===== src/rtl/mem_access_ctrl_if.sv =====
// mem_access_ctrl_if: pipeline-side and memory-side signals of the MEM-stage access controller
// master: the pipeline/memory environment; slave: the controller itself.
interface mem_access_ctrl_if;
  logic [3:0]  M;
  logic [31:0] addr;
  logic [31:0] wdata;
  logic [31:0] rdata_out;
  logic        stall;
  logic        err;
  logic        mem_req;
  logic        mem_we;
  logic [31:0] mem_addr;
  logic [3:0]  mem_be;
  logic [31:0] mem_wdata;
  logic [31:0] mem_rdata;
  logic        mem_ack;
  modport master (
    output M, addr, wdata, mem_rdata, mem_ack,
    input  rdata_out, stall, err, mem_req, mem_we, mem_addr, mem_be, mem_wdata
  );
  modport slave (
    input  M, addr, wdata, mem_rdata, mem_ack,
    output rdata_out, stall, err, mem_req, mem_we, mem_addr, mem_be, mem_wdata
  );
endinterface


===== src/rtl/mem_access_ctrl.sv =====
// mem_access_ctrl: MEM-stage load/store controller with single-request memory handshake and timeout
// Ports: clk (rising edge), rst (async, active-high), bus (slave modport):
//   M/addr/wdata in, rdata_out/stall/err out on the pipeline side;
//   mem_req/mem_we/mem_addr/mem_be/mem_wdata out, mem_rdata/mem_ack in on the memory side.
module mem_access_ctrl #(
  parameter int TIMEOUT = 16
) (
  input logic              clk,
  input logic              rst,
  mem_access_ctrl_if.slave bus
);
  localparam int CW = $clog2(TIMEOUT + 1);
  typedef enum logic [1:0] {IDLE, BUSY, DONE} state_t;
  state_t        state_q, state_d;
  logic [CW-1:0] cnt_q, cnt_d;
  logic          req_q, req_d, we_q, we_d, byte_q, byte_d, to_q, to_d;
  logic [1:0]    off_q, off_d;
  logic [3:0]    be_q, be_d;
  logic [31:0]   maddr_q, maddr_d, wdata_q, wdata_d, rdata_q, rdata_d;
  logic [1:0]    rd, wr;
  logic          ok, word, mis, go, bad;
  logic [7:0]    lane;
  assign rd   = bus.M[3:2];
  assign wr   = bus.M[1:0];
  assign ok   = ((rd == 2'b00) != (wr == 2'b00)) && rd != 2'b11 && wr != 2'b11;
  assign word = rd == 2'b01 || wr == 2'b01;
  assign mis  = word && bus.addr[1:0] != 2'b00;
  assign go   = ok && !mis;
  assign bad  = bus.M != 4'b0000 && !go;
  assign lane = 8'(bus.mem_rdata >> {off_q, 3'b000});
  // stall and the IDLE error pulse are combinational on M, so reset must mask them explicitly
  assign bus.stall     = !rst && (state_q == BUSY || (state_q == IDLE && go));
  assign bus.err       = !rst && ((state_q == IDLE && bad) || to_q);
  assign bus.mem_req   = req_q;
  assign bus.mem_we    = we_q;
  assign bus.mem_addr  = maddr_q;
  assign bus.mem_be    = be_q;
  assign bus.mem_wdata = wdata_q;
  assign bus.rdata_out = rdata_q;
  always_comb begin
    state_d = state_q;
    cnt_d   = '0;
    req_d   = 1'b0;
    to_d    = 1'b0;
    we_d    = we_q;
    byte_d  = byte_q;
    off_d   = off_q;
    be_d    = be_q;
    maddr_d = maddr_q;
    wdata_d = wdata_q;
    rdata_d = rdata_q;
    case (state_q)
      IDLE: if (go) begin
        state_d = BUSY;
        req_d   = 1'b1;
        we_d    = wr != 2'b00;
        byte_d  = !word;
        off_d   = bus.addr[1:0];
        maddr_d = {bus.addr[31:2], 2'b00};
        be_d    = word ? 4'b1111 : 4'b0001 << bus.addr[1:0];
        wdata_d = word ? bus.wdata : {4{bus.wdata[7:0]}};
      end
      BUSY: begin
        cnt_d = cnt_q + CW'(1);
        req_d = 1'b1;
        if (bus.mem_ack) begin
          state_d = DONE;
          req_d   = 1'b0;
          rdata_d = we_q ? rdata_q : byte_q ? {{24{lane[7]}}, lane} : bus.mem_rdata;
        end else if (cnt_q == CW'(TIMEOUT - 1)) begin
          state_d = DONE;
          req_d   = 1'b0;
          to_d    = 1'b1;
          rdata_d = we_q ? rdata_q : 32'h0;
        end
      end
      default: state_d = IDLE;
    endcase
  end
  always_ff @(posedge clk or posedge rst) begin
    if (rst) begin
      state_q <= IDLE;
      cnt_q   <= '0;
      req_q   <= 1'b0;
      we_q    <= 1'b0;
      byte_q  <= 1'b0;
      to_q    <= 1'b0;
      off_q   <= 2'b00;
      be_q    <= 4'b0000;
      maddr_q <= 32'h0;
      wdata_q <= 32'h0;
      rdata_q <= 32'h0;
    end else begin
      state_q <= state_d;
      cnt_q   <= cnt_d;
      req_q   <= req_d;
      we_q    <= we_d;
      byte_q  <= byte_d;
      to_q    <= to_d;
      off_q   <= off_d;
      be_q    <= be_d;
      maddr_q <= maddr_d;
      wdata_q <= wdata_d;
      rdata_q <= rdata_d;
    end
  end
endmodule

===== src/flat_wrapper.sv =====
// flat-port wrapper written by rule: the top's interface ports become plain ports
module mem_access_ctrl_flat 
#(
  parameter int TIMEOUT = 16
)
  (clk, rst, bus_M, bus_addr, bus_wdata, bus_mem_rdata, bus_mem_ack, bus_rdata_out, bus_stall, bus_err, bus_mem_req, bus_mem_we, bus_mem_addr, bus_mem_be, bus_mem_wdata);
  mem_access_ctrl_if bus_i ();
  input logic clk;
  input logic rst;
  input wire logic [$bits(bus_i.M)-1:0] bus_M;
  input wire logic [$bits(bus_i.addr)-1:0] bus_addr;
  input wire logic [$bits(bus_i.wdata)-1:0] bus_wdata;
  input wire logic [$bits(bus_i.mem_rdata)-1:0] bus_mem_rdata;
  input wire logic [$bits(bus_i.mem_ack)-1:0] bus_mem_ack;
  output wire logic [$bits(bus_i.rdata_out)-1:0] bus_rdata_out;
  output wire logic [$bits(bus_i.stall)-1:0] bus_stall;
  output wire logic [$bits(bus_i.err)-1:0] bus_err;
  output wire logic [$bits(bus_i.mem_req)-1:0] bus_mem_req;
  output wire logic [$bits(bus_i.mem_we)-1:0] bus_mem_we;
  output wire logic [$bits(bus_i.mem_addr)-1:0] bus_mem_addr;
  output wire logic [$bits(bus_i.mem_be)-1:0] bus_mem_be;
  output wire logic [$bits(bus_i.mem_wdata)-1:0] bus_mem_wdata;
  assign bus_i.M = bus_M;
  assign bus_i.addr = bus_addr;
  assign bus_i.wdata = bus_wdata;
  assign bus_i.mem_rdata = bus_mem_rdata;
  assign bus_i.mem_ack = bus_mem_ack;
  assign bus_rdata_out = bus_i.rdata_out;
  assign bus_stall = bus_i.stall;
  assign bus_err = bus_i.err;
  assign bus_mem_req = bus_i.mem_req;
  assign bus_mem_we = bus_i.mem_we;
  assign bus_mem_addr = bus_i.mem_addr;
  assign bus_mem_be = bus_i.mem_be;
  assign bus_mem_wdata = bus_i.mem_wdata;
  mem_access_ctrl #(.TIMEOUT(TIMEOUT)) u_core (.clk(clk), .rst(rst), .bus(bus_i));
endmodule

===== config.mk =====
export PLATFORM = sky130hd
export DESIGN_NAME = mem_access_ctrl_flat
export DESIGN_NICKNAME = d
export VERILOG_FILES = /design/src/rtl/mem_access_ctrl_if.sv /design/src/rtl/mem_access_ctrl.sv /design/src/flat_wrapper.sv
export SDC_FILE = /design/constraint.sdc
export NUM_CORES = 1
export LEC_CHECK = 0
export ABC_AREA = 1
export ABC_CLOCK_PERIOD_IN_PS = 11300
export CORE_MARGIN = 2
export CORE_UTILIZATION = 50
export DETAILED_ROUTE_END_ITERATION = 10
export DONT_BUFFER_PORTS = 1
export GPL_TIMING_DRIVEN = 0
export PLACE_DENSITY = 0.72
export SYNTH_ARGS = -nofsm -noshare
export SYNTH_HDL_FRONTEND = slang
export SYNTH_SLANG_ARGS = --single-unit

===== constraint.sdc =====
create_clock -name clk -period 11.3 [get_ports clk]
set_input_delay 2.26 -clock clk [delete_from_list [all_inputs] [get_ports clk]]
set_output_delay 2.26 -clock clk [all_outputs]
set_load 0.02 [all_outputs]

# Word level (Yosys, flattened, before mapping)
# Cells that the tools add are included.
# op_classes
add_sub_neg	1
eq_ne	9
shift	2
muxes	19
bitwise_logic	1
reduce_logical	26
# op_table
cell	count
$mux 32	6
$shr 32x5->8	1
$logic_and 1x1->1	9
$eq 2x1->1 const B	3
$logic_not 2->1	3
$mux 1	6
$mux 2	3
$reduce_bool 2->1	3
$add 5x1->5 const B	1
$eq 5x4->1 const B	1
$mux 5	1
$logic_not 1->1	4
$mux 4	1
$ne 2x2->1 const B	2
$pmux 2 s2	1
$reduce_and 2->1	2
$reduce_bool 4->1	1
$shl 1x2->4 const A	1
$logic_or 1x1->1	3
$ne 3x3->1 const B	1
$reduce_and 3->1	1
$ne 2x1->1 const B	1
$pmux 1 s2	1
$ne 1x1->1	1
$not 1->1	1
# word_totals
register_bits	111
input_bits	103
output_inout_bits	104
wordCells	69

# Logic depth before layout (Yosys ltp)
# Gate-level depths: netlist of run 1.
# depth
ltp_word	10
depth_mapped	11
ltp_nobuf	10

# Worst setup path before layout of run 1
# No wires, ideal clock.
# synth_timing
kind	input to output
from	in bus_M[1]
to	out bus_stall
arrival_time_ns	3.467
t_required_ns	9.040
setup_slack_ns	5.573
path_stages	8
path_buffers	2
cell_sequence	nor2_1 -> ha_1 -> nand2_1 -> nor2_1 -> nand3b_1 -> buf_4 -> buf_2 -> a21oi_1
# synth_via
elab_chain_len	8
elab_cells_between_ends	13
classes_between	3 x eq/ne; 10 x reduce/logical
# synth_lines
item	line_no	rtl
start, declared	flat_wrapper.sv:10	input wire logic [$bits(bus_i.M)-1:0] bus_M;
$logic_not 2->1 / $eq 2x1->1 (equally long branches)	mem_access_ctrl.sv:25, mem_access_ctrl.sv:26	
$ne 1x1->1 / $logic_or 1x1->1 (equally long branches)	mem_access_ctrl.sv:25, mem_access_ctrl.sv:26	
$logic_and 1x1->1, on equally long branches	mem_access_ctrl.sv:25, mem_access_ctrl.sv:27	
$logic_and 1x1->1 / $logic_not 1->1 (equally long branches)	mem_access_ctrl.sv:25, mem_access_ctrl.sv:28	
$logic_and 1x1->1 (*)	mem_access_ctrl.sv:28	assign go = ok && !mis;
$logic_and 1x1->1 (*)	mem_access_ctrl.sv:32	assign bus.stall = !rst && (state_q == BUSY || (state_q == IDLE && go));
$logic_or 1x1->1 (*)	mem_access_ctrl.sv:32	
$logic_and 1x1->1 (*)	mem_access_ctrl.sv:32	
end, declared	flat_wrapper.sv:16	output wire logic [$bits(bus_i.stall)-1:0] bus_stall;
# Mark *: on every way between the ends. The rest lies on a longest branch, timed or not.

# Worst setup path after layout of run 1
# Ends and elaborated chain as after synthesis.

==> impl_metrics.json, run 1 <==
{
  "grt-ovfl-total": 0,
  "final_cell_mix": "429 x nand2_1, 111 x dfrtp_1, 27 x nor2_1, 19 x inv_1, 13 x buf_2",
  "drc_errors": 0,
  "cts.repair.resized": 0,
  "design_area_sq_um": 5520,
  "min_from": "u_core.cnt_q[0]",
  "fp.dieArea_sq_um": 11000,
  "syn_inst": 670,
  "worst_pin_slew_ns": 0.658,
  "place_area_sq_um": 5300,
  "cts_buffer_depth": 2,
  "maxCapViolCount": 0,
  "cp.arrival_ns": 3.65,
  "path_max_fanout": 10,
  "synth_cell_type_count": 25,
  "grt_max_degree": 63,
  "die_y_microns": 105,
  "hold_class": "flop to flop",
  "fin_cells": 821,
  "r2r_cells": 10,
  "startpoint_type": "input port",
  "layout.nets": 789,
  "drt_first_pass_iters": 4,
  "antenna_found_initial": 0,
  "ff2ff_setup_slack_ns": 9.25,
  "ant_nets": 0,
  "fin_crit_sh": 0.523,
  "dpl.hpwl_mm": 9.74,
  "grt.total_usage": 0.239,
  "hold_violations": 0,
  "rsz0062_at_grt": "false",
  "postSynthAreaPerCell_sq_um": 7.61,
  "post-place-ws_ns": 5.35,
  "wirelength_mm": 12.9,
  "final_core_util": 0.562,
  "relSlewSlack": 0.561,
  "gp_congestion": 0.880,
  "path_class": "input port to output pin",
  "core-area_sq_um": 9820,
  "viasPerCell": 5.10,
  "areaGrowthSynthToFinish_pct": 8.35,
  "final-setup-viol-count": 0,
  "slew_viol_final": 0,
  "cts_root_buffer": "clkbuf_8",
  "end_kind": "output pin",
  "io_pins": 207,
  "r2r_start": "u_core.cnt_q[0]",
  "syn-cell-area_sq_um": 5100,
  "tns_ns": 0,
  "p_per_area_nw_per_um2": 256,
  "seq_area_frac_synth": 0.545,
  "fmax_mhz": 169,
  "cp-startpoint": "bus_M[1]",
  "status": "finished, final reports clean",
  "wl_per_cell_microns": 15.8,
  "grt_pass1_wl_mm": 20.9,
  "ys_warn_count": 0,
  "clk_pin_slew_ns": 0.11,
  "final_common_cell": "nand2_1",
  "fin_crit_ns": 5.91,
  "worstReg2RegEnd": "u_core.bus.rdata_out[27]",
  "finClkSkew_ns": 0.0176,
  "setup_ws_ns": 5.39,
  "holdWs_ns": 0.483,
  "htreeDepth": 3,
  "start_util": 0.519,
  "cp_data_required_time_ns": 9.04,
  "postCtsSetupRepairBufs": 0,
  "clk_latency_ns": 0.38,
  "cts_tree": "built",
  "dp_cells": 805,
  "vdd_drop_max_uv": 121,
  "drt-initial-drc-count": 253,
  "cts_buffers": 9,
  "n_antenna_cell": 0,
  "p_total_mw": 1.42,
  "rows": 36,
  "grt_pass1_vias": 4228,
  "die_w_microns": 105,
  "cts_hold_buf": 0,
  "drive_gt1_frac": 0.0770,
  "cts_sinks": 111,
  "portBuffers": 0,
  "power_leakage_nw": 3.16,
  "vias": 4190,
  "endpoint": "bus_stall",
  "ys_ff_latch": 111
}
-- critical path, stage by stage --
cell and delay [ns]:
nor2_1 0.04, ha_1 0.28, nand2_1 0.05, nor2_1 0.12, nand3b_1 0.10, buf_4 0.19
buf_2 0.21, a21oi_1 0.40
-- registers in the layout, summed over array words and instances, names as in the netlist --
name,cells
u_core.bus.mem_addr,30
u_core.bus.mem_be,4
u_core.bus.mem_req,1
u_core.bus.mem_wdata,32
u_core.bus.mem_we,1
u_core.bus.rdata_out,32
u_core.byte_q,1
u_core.cnt_q,5
u_core.off_q,2
u_core.state_q,2
u_core.to_q,1
-- report_power, final --
part	internal (mW)	leakage [nW]	switching (mW)	total (mW)
Sequential	0.544	1.42	0.304	0.848
Combinational	0.113	1.62	0.183	0.295
Clock	0.128	0.112	0.144	0.272
Total	0.784	3.16	0.631	1.42
-- Yosys cell counts, drive strengths merged --
master	count	area share
dfrtp	111	0.54
inv	24	0.019
o21ai	15	0.015
nand3	6	0.0059
ha	3	0.0074
buf	26	0.038
or2	1	0.0012
a21oi	11	0.013
clkinv	1	0.00098
nand2	430	0.32
nand3b	1	0.0015
nand4	6	0.010
clkbuf	5	0.0037
nor3	1	0.00098
nor2	28	0.021
conb	1	0.00074
-- worst min-delay path by stage --
| stage | end | slack [ns] | cells after the start |
|---|---|---|---|
| finish | u_core.cnt_q[0] | 0.48 | 1 |
| global route | u_core.cnt_q[0] | 0.51 | 1 |
| CTS | u_core.cnt_q[0] | 0.48 | 1 |
| detailed placement | u_core.cnt_q[0] | 0.47 | 1 |
| global placement | u_core.cnt_q[0] | 0.45 | 1 |
| floorplan | u_core.cnt_q[0] | 0.43 | 1 |
-- area by class of cell --
| class | instances | area, sq um |
|---|---|---|
| Sequential cell | 111 | 2780 |
| Timing Repair Buffer | 1 | 27.5 |
| Clock buffer | 9 | 124 |
| Inverter | 25 | 103 |
| Fill cell | 961 | 4300 |
| Multi-Input combinational cell | 504 | 2010 |
| Clock inverter | 7 | 101 |
| Tap cell | 133 | 166 |
| Buffer | 31 | 211 |
-- per-layer routing --
| layer | wire length [microns] | up-vias | GRT usage |
|---|---|---|---|
| met5 | 0 | - | 0 |
| met4 | 214 | 0 | 0.0781 |
| met3 | 1490 | 19 | 0.0986 |
| met2 | 6290 | 191 | 0.405 |
| met1 | 4940 | 1935 | 0.275 |
| li1 | - | 2045 | - |
-- kinds of logic (layout without fill, tap and decap cells) --
family | count (synthesis) | after routing | synth area share
and+or+nand+nor | 473 | 473 | 0.358
other | 1 | 2 | 0.000736
buffers and inverters | 56 | 73 | 0.0611
AOI/OAI and AO/OA | 26 | 26 | 0.0277
adders and majority gates | 3 | 3 | 0.00736
DFF | 111 | 111 | 0.545
No activity file was read; power rests on OpenSTA's default activity.
==> inputs of run 2 (changes only) <==
- ABC_CLOCK_PERIOD_IN_PS: 11300 -> 5850
- clock period: 11.3 -> 5.85 ns (I/O delays scaled with it)
==> results of run 2 <==
The final DEF is identical to that of run 1. Status: finished, final reports clean.
Main changes from that run: setup slack after placement 5.35 ns -> 2.08 ns; setup slack after layout 5.39 ns -> 2.12 ns; register-to-register setup slack 9.25 ns -> 3.80 ns; total power 1.42 mW -> 2.73 mW; worst IR drop on VDD 121 uV -> 233 uV
